[src/rtl/quad_encoder_emulator.sv]
// quad_encoder_emulator
// Synthetic quadrature encoder. A signed speed command (edges per window) is
// turned into A/B Gray-coded phase signals. The edges are spread evenly across
// each window by an error accumulator, and a signed position tally follows
// every emitted edge.
module quad_encoder_emulator #(
    parameter int WINDOW_CYCLES = 100_000,
    parameter int SPEED_W       = 16,
    parameter int MAX_EDGES     = 25_000,
    parameter int POS_W         = 32
) (
    input  logic                      clk,
    input  logic                      reset,
    input  logic                      en,
    input  logic signed [SPEED_W-1:0] speed_in,
    input  logic                      speed_load,
    output logic                      A,
    output logic                      B,
    output logic signed [POS_W-1:0]   position,
    output logic                      window_tick,
    output logic                      sat
);

    localparam int WCNT_W = $clog2(WINDOW_CYCLES);
    localparam int ACC_W  = $clog2(WINDOW_CYCLES) + 1;
    localparam int MAG_W  = SPEED_W + 1;

    localparam logic [WCNT_W-1:0] WCNT_LAST  = WCNT_W'(WINDOW_CYCLES - 1);
    localparam logic [ACC_W-1:0]  ACC_WINDOW = ACC_W'(WINDOW_CYCLES);
    localparam logic [MAG_W-1:0]  MAG_MAX    = MAG_W'(MAX_EDGES);

    // Encoding equals {A,B}, so the pins come straight off the state register.
    typedef enum logic [1:0] {
        PH_00 = 2'b00,
        PH_10 = 2'b10,
        PH_11 = 2'b11,
        PH_01 = 2'b01
    } phase_t;

    logic [WCNT_W-1:0]         wcnt_reg;
    logic signed [SPEED_W-1:0] pending_reg;
    logic signed [SPEED_W-1:0] active_reg;
    logic                      sat_reg;
    logic [ACC_W-1:0]          acc_reg;
    phase_t                    phase_reg;
    logic signed [POS_W-1:0]   position_reg;

    logic                      boundary;
    logic signed [SPEED_W-1:0] cmd_next;
    logic [MAG_W-1:0]          active_abs;
    logic [MAG_W-1:0]          mag;
    logic [ACC_W-1:0]          mag_acc;
    logic [ACC_W-1:0]          acc_sum;
    logic [ACC_W-1:0]          acc_next;
    logic                      step;
    logic                      dir_rev;

    // Magnitude in one extra bit so that the most negative command stays exact.
    function automatic logic [MAG_W-1:0] abs_ext(input logic signed [SPEED_W-1:0] v);
        logic [MAG_W-1:0] x;
        x = {v[SPEED_W-1], v};
        return v[SPEED_W-1] ? (~x + MAG_W'(1)) : x;
    endfunction

    assign boundary    = (wcnt_reg == WCNT_LAST);
    assign window_tick = boundary;

    // A load coinciding with the boundary bypasses pending and lands in active.
    assign cmd_next   = speed_load ? speed_in : pending_reg;
    assign active_abs = abs_ext(active_reg);
    assign mag        = (active_abs > MAG_MAX) ? MAG_MAX : active_abs;
    assign mag_acc    = ACC_W'(mag);
    assign dir_rev    = active_reg[SPEED_W-1];

    // Window counter: free-running 0..WINDOW_CYCLES-1, independent of en.
    always_ff @(posedge clk or posedge reset) begin
        if (reset) begin
            wcnt_reg <= '0;
        end else if (boundary) begin
            wcnt_reg <= '0;
        end else begin
            wcnt_reg <= wcnt_reg + WCNT_W'(1);
        end
    end

    // Command path: pending follows every load, active/sat change only at the boundary.
    always_ff @(posedge clk or posedge reset) begin
        if (reset) begin
            pending_reg <= '0;
            active_reg  <= '0;
            sat_reg     <= 1'b0;
        end else begin
            if (speed_load) begin
                pending_reg <= speed_in;
            end
            if (boundary) begin
                active_reg <= cmd_next;
                sat_reg    <= (abs_ext(cmd_next) > MAG_MAX);
            end
        end
    end

    // Accumulator step decision. The last cycle of the window also accumulates:
    // a full window adds exactly mag*WINDOW_CYCLES, so the final step lands on
    // the boundary cycle and the residue there is zero. Clearing at the boundary
    // only discards leftovers from windows cut short by en.
    always_comb begin
        acc_sum  = acc_reg + mag_acc;
        step     = 1'b0;
        acc_next = acc_sum;
        if (en && (acc_sum >= ACC_WINDOW)) begin
            step     = 1'b1;
            acc_next = acc_sum - ACC_WINDOW;
        end
        if (boundary || !en) begin
            acc_next = '0;
        end
    end

    // Accumulator register.
    always_ff @(posedge clk or posedge reset) begin
        if (reset) begin
            acc_reg <= '0;
        end else begin
            acc_reg <= acc_next;
        end
    end

    // Phase FSM and position tally: advance one Gray step per accumulator step.
    // Direction is read from the current window, so a reversal simply walks
    // back from whatever state the pins are in.
    always_ff @(posedge clk or posedge reset) begin
        if (reset) begin
            phase_reg    <= PH_00;
            position_reg <= '0;
        end else if (step) begin
            if (dir_rev) begin
                case (phase_reg)
                    PH_00:   phase_reg <= PH_01;
                    PH_01:   phase_reg <= PH_11;
                    PH_11:   phase_reg <= PH_10;
                    default: phase_reg <= PH_00;
                endcase
                position_reg <= position_reg - POS_W'(1);
            end else begin
                case (phase_reg)
                    PH_00:   phase_reg <= PH_10;
                    PH_10:   phase_reg <= PH_11;
                    PH_11:   phase_reg <= PH_01;
                    default: phase_reg <= PH_00;
                endcase
                position_reg <= position_reg + POS_W'(1);
            end
        end
    end

    assign A        = phase_reg[1];
    assign B        = phase_reg[0];
    assign position = position_reg;
    assign sat      = sat_reg;

endmodule

[config.mk]
export PLATFORM = sky130hd
export DESIGN_NAME = quad_encoder_emulator
export DESIGN_NICKNAME = d
export VERILOG_FILES = /design/src/rtl/quad_encoder_emulator.sv
export SDC_FILE = /design/constraint.sdc
export NUM_CORES = 1
export LEC_CHECK = 0
export BUFFER_PORTS_ARGS = -buffer_cell sky130_fd_sc_hd__buf_2
export CAP_MARGIN = 20
export CORE_UTILIZATION = 45
export CTS_CLUSTER_DIAMETER = 80
export CTS_CLUSTER_SIZE = 25
export DETAILED_ROUTE_END_ITERATION = 10
export PLACE_DENSITY_LB_ADDON = 0.05
export SLEW_MARGIN = 20
export SYNTH_ARGS = -nofsm -noshare
export SYNTH_HDL_FRONTEND = slang
export SYNTH_SLANG_ARGS = --single-unit
export TNS_END_PERCENT = 20
[constraint.sdc]
create_clock -name clk -period 6.3 [get_ports clk]
set_clock_uncertainty 0.15 [all_clocks]
set_input_delay 0.315 -clock clk [delete_from_list [all_inputs] [get_ports clk]]
set_output_delay 0.315 -clock clk [all_outputs]
set_load 0.02 [all_outputs]
# Word level (Yosys, flattened, before mapping)

Cells that the tools add are included.
W data, S select, Z words.

Memory bits (writable): 0
Bits in latches: 0
Memories: 0
Bits in read-only memories: 0
Register bits after elaboration: 102
Logic and storage cells: 39
Output and inout bits: 36

Multiply operators: 0
Equality and inequality tests: 4
Mux-type cells: 12
Div/mod/pow operators: 0
Reductions and logical operators: 4
Add/sub/neg operators: 7
Shift-type cells: 0
Magnitude comparators: 3
Bitwise operators: 2

Operators by type and width:

| kind                     | count |
|---|---|
| $mux W17                 | 4 |
| $add A17 B1 Y17 const B  | 3 |
| $mux W18                 | 2 |
| $gt A17 B15 Y1 const B   | 2 |
| $not A17 Y17             | 2 |
| $add A32 B2 Y32 const B  | 1 |
| $mux W32                 | 1 |
| $sub A32 B2 Y32 const B  | 1 |
| $add A18 B17 Y18         | 1 |
| $ge A18 B17 Y1 const B   | 1 |
| $sub A18 B17 Y18 const B | 1 |
| $eq A17 B17 Y1 const B   | 1 |
| $mux W16                 | 1 |
| $pmux W2 S3              | 2 |
| $eq A2 B2 Y1 const B     | 2 |
| $eq A2 B1 Y1 const B     | 1 |
| $logic_not A2 Y1         | 1 |
| $mux W2                  | 1 |
| $logic_and A1 B1 Y1      | 1 |
| $logic_not A1 Y1         | 1 |
| $logic_or A1 B1 Y1       | 1 |
| $mux W1                  | 1 |

# Longest topological paths before layout

Word-level depth: 10
Gate-level depth with buffers: 27

# Least setup slack after synthesis

No wires, ideal clock.

Path kind: reg-to-reg
Start point: register active_reg[0]
End point: register acc_reg[11]
Data arrival time: 5464 ps
Stages on the path, launching flop included: 25
Setup time: 78 ps
Setup slack: 608 ps
Path through: dfrtp_1 inv_1 ha_1 nor3b_1 and2_1 nand2_1 or4b_1 a21oi_1 o221ai_1 o221ai_2 nand2_1 nor2_1 ha_1 a211oi_2 nor3_2 o31ai_4 mux2_2 a211o_1 a2111oi_4 o22ai_4 nand2_4 buf_6 buf_6 o21ai_1 a21oi_1

Word-level cells in the longest chain between the ends: 10
Elaborated cells between the ends (all ways): 11
Those cells by class: 3 x add/sub; 2 x order compare; 4 x mux; 1 x bitwise; 1 x reduce/logical

RTL lines:

| element                  | line | text |
|---|---|---|
| start: declaration       | 42   | `logic signed [SPEED_W-1:0] active_reg;` |
| start signal: assignment | 97   | `active_reg <= cmd_next;` |
| $not A17 Y17             | 62   | `return v[SPEED_W-1] ? (~x + MAG_W'(1)) : x;` |
| $add A17 B1 Y17          | 62   |  |
| $mux W17 (*)             | 62   |  |
| $gt A17 B15 Y1           | 71   | `assign mag = (active_abs > MAG_MAX) ? MAG_MAX : active_abs;` |
| $mux W17 (*)             | 71   |  |
| $add A18 B17 Y18 (*)     | 108  | `acc_sum = acc_reg + mag_acc;` |
| $ge A18 B17 Y1           | 111  | `if (en && (acc_sum >= ACC_WINDOW)) begin` |
| $logic_and A1 B1 Y1      | 111  |  |
| $mux W18 (*)             | 111  |  |
| $mux W18 (*)             | 115  | `if (boundary \|\| !en) begin` |
| named net acc_next[11]   | 54   | `logic [ACC_W-1:0] acc_next;` |
| end signal: assignment   | 125  | `acc_reg <= acc_next;` |
| end: declaration         | 44   | `logic [ACC_W-1:0] acc_reg;` |

Mark *: on every way through the listed nets, which the timed path passes. The rest lies on a longest branch.
A chain may end at the register's enable or synchronous reset.

# Final worst setup path

Start point: register active_reg[1]
End point: register acc_reg[13]

Same word-level chain as after synthesis.

==> flow_summary.ini <==
[outcome]
run_status = finished clean

[global_route]
maximum_number_of_pins_on_one_net_before_global_route_repair = 55
grt_antenna_before_repair = 0
grt_remaining_overflow = 0
track_usage = 0.220
number_of_global_route_vias_before_repair = 6204
grt_first_pass_wirelength_um = 29600

[clocking]
clock_path_buffers = 2
clock_tree_from_tritoncts = built
cts_max_level = 3
clk_transition_reported_paths_ns = 0.07
numClockSinks = 102
cts_inserted_buffers = 9
cts.root.buffer_cell = sky130_fd_sc_hd__clkbuf_16
clock_latency_ns = 0.36

[critical_path]
critPathArrivalTime_ns = 6.02
timing.critical_path.from_type = flip-flop
critPathKind = reg -> reg
path_cells = inv_1 > ha_2 > nor3b_2 > and2_4 > nand2_1 > or4b_1 > a21oi_1 > o221ai_1 > o221ai_2 > nand2_2 > nor2_1 > ha_2 > inv_1 > fa_1 > nand2b_2 > a21o_1 > a2111oi_2 > mux2_2 > a211o_1 > a2111oi_4 > o22ai_4 > nand2_8 > or4_1 > a21oi_1
cpMaxStageDelayCell = sky130_fd_sc_hd__or4b_1
slowest_delay_ns = 0.50
timing.critical_path.required_ns = 6.42
top_cell_family_by_delay_on_the_critical_path = simple AND/OR/NAND/NOR gates
timing.critical_path.to_type = flip-flop
crit_buf_inv = 2
timing.critical_path.fanout_max = 22

[floorplanning]
core_mm2 = 0.0161
design.die.area_mm2 = 0.0172
floorplan_die_width_um = 131
floorplan.io_pins = 56
start_util = 0.467
placementRows = 46
die-height_um = 131

[place]
port-buffer-count = 55
finalWeightedCongestion = 0.872
detailed_placement_hpwl_um = 13500

[final_layout]
area_growth_pct = 11.9
antennaDiodeCount = 0
largest_register_ff_count = 32
layout.cells.most_common = sky130_fd_sc_hd__dfrtp_1
final_nets = 997
final_cell_mix = sky130_fd_sc_hd__dfrtp_1, sky130_fd_sc_hd__nand2_1, sky130_fd_sc_hd__o21ai_0
layout_cells_sized_above_1 = 0.141
final_core_util = 0.522
fill_cells = 1507

[synth]
synth_edf_count = 0
distinct_cell_type_count_of_the_synthesized_netlist = 74
synthesis.area_per_instance_um2 = 8.58
postSynthRegisterBits = 102
synthesis.yosys.warnings = 0
netlist_instances = 873
synthArstFlopShare = 1.00
sequential_share_of_the_synthesized_area = 0.341
netlist_area_mm2 = 0.00749
synth_top_flop_cell = sky130_fd_sc_hd__dfrtp_1

[power]
worst_ir_drop_vdd_v = 0.000257
pwr_density_cell_mw_per_mm2 = 409
cellLeakagePower_nw = 3.90

[timing]
finalSetupViolations = 0
min_period_over_period = 0.937
rsz_0062_raised_after_global_routing = no
maxSlewViolCount = 0
transition_at_the_pin_with_the_smallest_max_transition_slack_ns = 0.821
finalWorstPathRequiredPeriod_ns = 5.90
hold_viol = 0
fin_setup_tns_ns = 0
timing.max_slew.rel_slack = 0.453
timing.fmax_mhz = 169

[detailed_routing]
wl_per_cell_um = 15.6
first_pass_iters = 5
drtIter0Drc = 482
totalWireLength_um = 17800
via_per_inst = 5.67
drt_drc_violations_left = 0
ant_nets = 0
route.vias.total = 6495

[min_path]
hold_path_class = in -> reg

[run]
max-cap-violations = 0
## repair_timing
| item | CTS | global route |
|---|---|---|
| gates resized for setup | 0 | 13 |
| setup buffers | 0 | 1 |
| hold buffers | 1 | 0 |
| hold endpoints to repair | 48 | 0 |
| endpoints found under the setup margin | 0 | 47 |
## per-layer routing
metal  GRT usage  routed length (um)
met5           0                   0
met1       0.304                8740
met4      0.0656                 248
met3      0.0293                 561
met2       0.360                8290
## synth_stat cells (3+ instances only)
library cell | count | share of area
sky130_fd_sc_hd__a211o_1 | 4 | 0.0047
sky130_fd_sc_hd__nand2b_1 | 14 | 0.012
sky130_fd_sc_hd__nand3b_1 | 4 | 0.0040
sky130_fd_sc_hd__xnor2_1 | 30 | 0.035
sky130_fd_sc_hd__mux2_2 | 8 | 0.012
sky130_fd_sc_hd__and2_1 | 8 | 0.0067
sky130_fd_sc_hd__o211ai_1 | 5 | 0.0050
sky130_fd_sc_hd__o21ai_0 | 76 | 0.051
sky130_fd_sc_hd__o21a_1 | 8 | 0.0080
sky130_fd_sc_hd__a2111oi_0 | 3 | 0.0035
sky130_fd_sc_hd__o21bai_1 | 9 | 0.0090
sky130_fd_sc_hd__a221oi_1 | 4 | 0.0047
sky130_fd_sc_hd__nand4_1 | 14 | 0.012
sky130_fd_sc_hd__mux2i_1 | 12 | 0.016
sky130_fd_sc_hd__inv_1 | 39 | 0.020
sky130_fd_sc_hd__a211oi_1 | 10 | 0.010
sky130_fd_sc_hd__clkbuf_1 | 23 | 0.012
sky130_fd_sc_hd__or4_1 | 3 | 0.0030
sky130_fd_sc_hd__o31ai_1 | 10 | 0.010
sky130_fd_sc_hd__a211oi_2 | 3 | 0.0050
sky130_fd_sc_hd__and3_1 | 4 | 0.0033
sky130_fd_sc_hd__ha_1 | 50 | 0.083
sky130_fd_sc_hd__nand3_1 | 24 | 0.016
sky130_fd_sc_hd__or2_2 | 6 | 0.0050
sky130_fd_sc_hd__o21ai_1 | 3 | 0.0020
sky130_fd_sc_hd__a21oi_1 | 57 | 0.038
sky130_fd_sc_hd__xor2_1 | 35 | 0.041
sky130_fd_sc_hd__nor2_1 | 70 | 0.035
sky130_fd_sc_hd__o221ai_1 | 3 | 0.0035
sky130_fd_sc_hd__a31oi_1 | 7 | 0.0058
sky130_fd_sc_hd__nor2b_1 | 4 | 0.0033
sky130_fd_sc_hd__nand2_1 | 98 | 0.049
sky130_fd_sc_hd__a21o_1 | 26 | 0.026
sky130_fd_sc_hd__nor3_1 | 19 | 0.013
sky130_fd_sc_hd__buf_2 | 5 | 0.0033
sky130_fd_sc_hd__dfrtp_1 | 102 | 0.34
sky130_fd_sc_hd__o22ai_1 | 6 | 0.0050
sky130_fd_sc_hd__nor4_1 | 7 | 0.0058
sky130_fd_sc_hd__or3_1 | 17 | 0.014
## logic make-up (layout without fill, tap and decap cells)
group / after synthesis / in the layout / share of synthesized area
buf+inv: 71 / 127 / 0.0389
simple gates: 305 / 305 / 0.199
mux: 20 / 20 / 0.0281
flops: 102 / 102 / 0.341
compound gates: 257 / 257 / 0.228
fa+ha+maj: 52 / 52 / 0.0888
xor+xnor: 65 / 65 / 0.0760
other cells: 1 / 2 / 0.000500
## metrics by stage
stage	setup slack, ns	total power [W]	instances	hold slack [ns]	area [um2]
after global placement	0.245	0.00280	1128	0.280	8020
after global routing	0.0169	0.00374	1146	0.0777	8390
after detailed placement	0.0749	0.00285	1128	0.293	8020
after floorplan	0.608	0.00241	874	0.305	7500
final	0.397	0.00343	1146	0.0757	8390
after CTS	0.0384	0.00343	1145	0.0635	8320
## final cells by class
type,count,area (um2),area share
multi-input cells,701,4710,0.561
clock inverters,7,62.6,0.00746
inverters,40,153,0.0182
repair buffers,71,418,0.0498
flip-flops and latches,102,2550,0.304
clock buffers,9,225,0.0268
well taps,216,270,0.0322
## report_power, final
| part | switching [W] | total [W] | internal (W) |
|---|---|---|---|
| Clock | 0.000282 | 0.000560 | 0.000278 |
| Sequential | 0.000108 | 0.000914 | 0.000806 |
| Combinational | 0.00115 | 0.00196 | 0.000806 |
## path summary, 6_finish.rpt
path | slack, ns | cells after the start | startpoint | end
setup / recovery | 0.40 | 24 | active_reg[1] | acc_reg[13]
hold / removal | 0.08 | 2 | speed_in[0] | pending_reg[0]
setup reg to reg | 0.40 | 24 | active_reg[1] | acc_reg[13]
hold reg to reg | 0.32 | 1 | position[31] | position[31]
min in group asynchronous | 0.44 | 3 | reset | position[17]
max in group asynchronous | 4.41 | 4 | reset | acc_reg[12]
(Power assumes the default switching activity.)
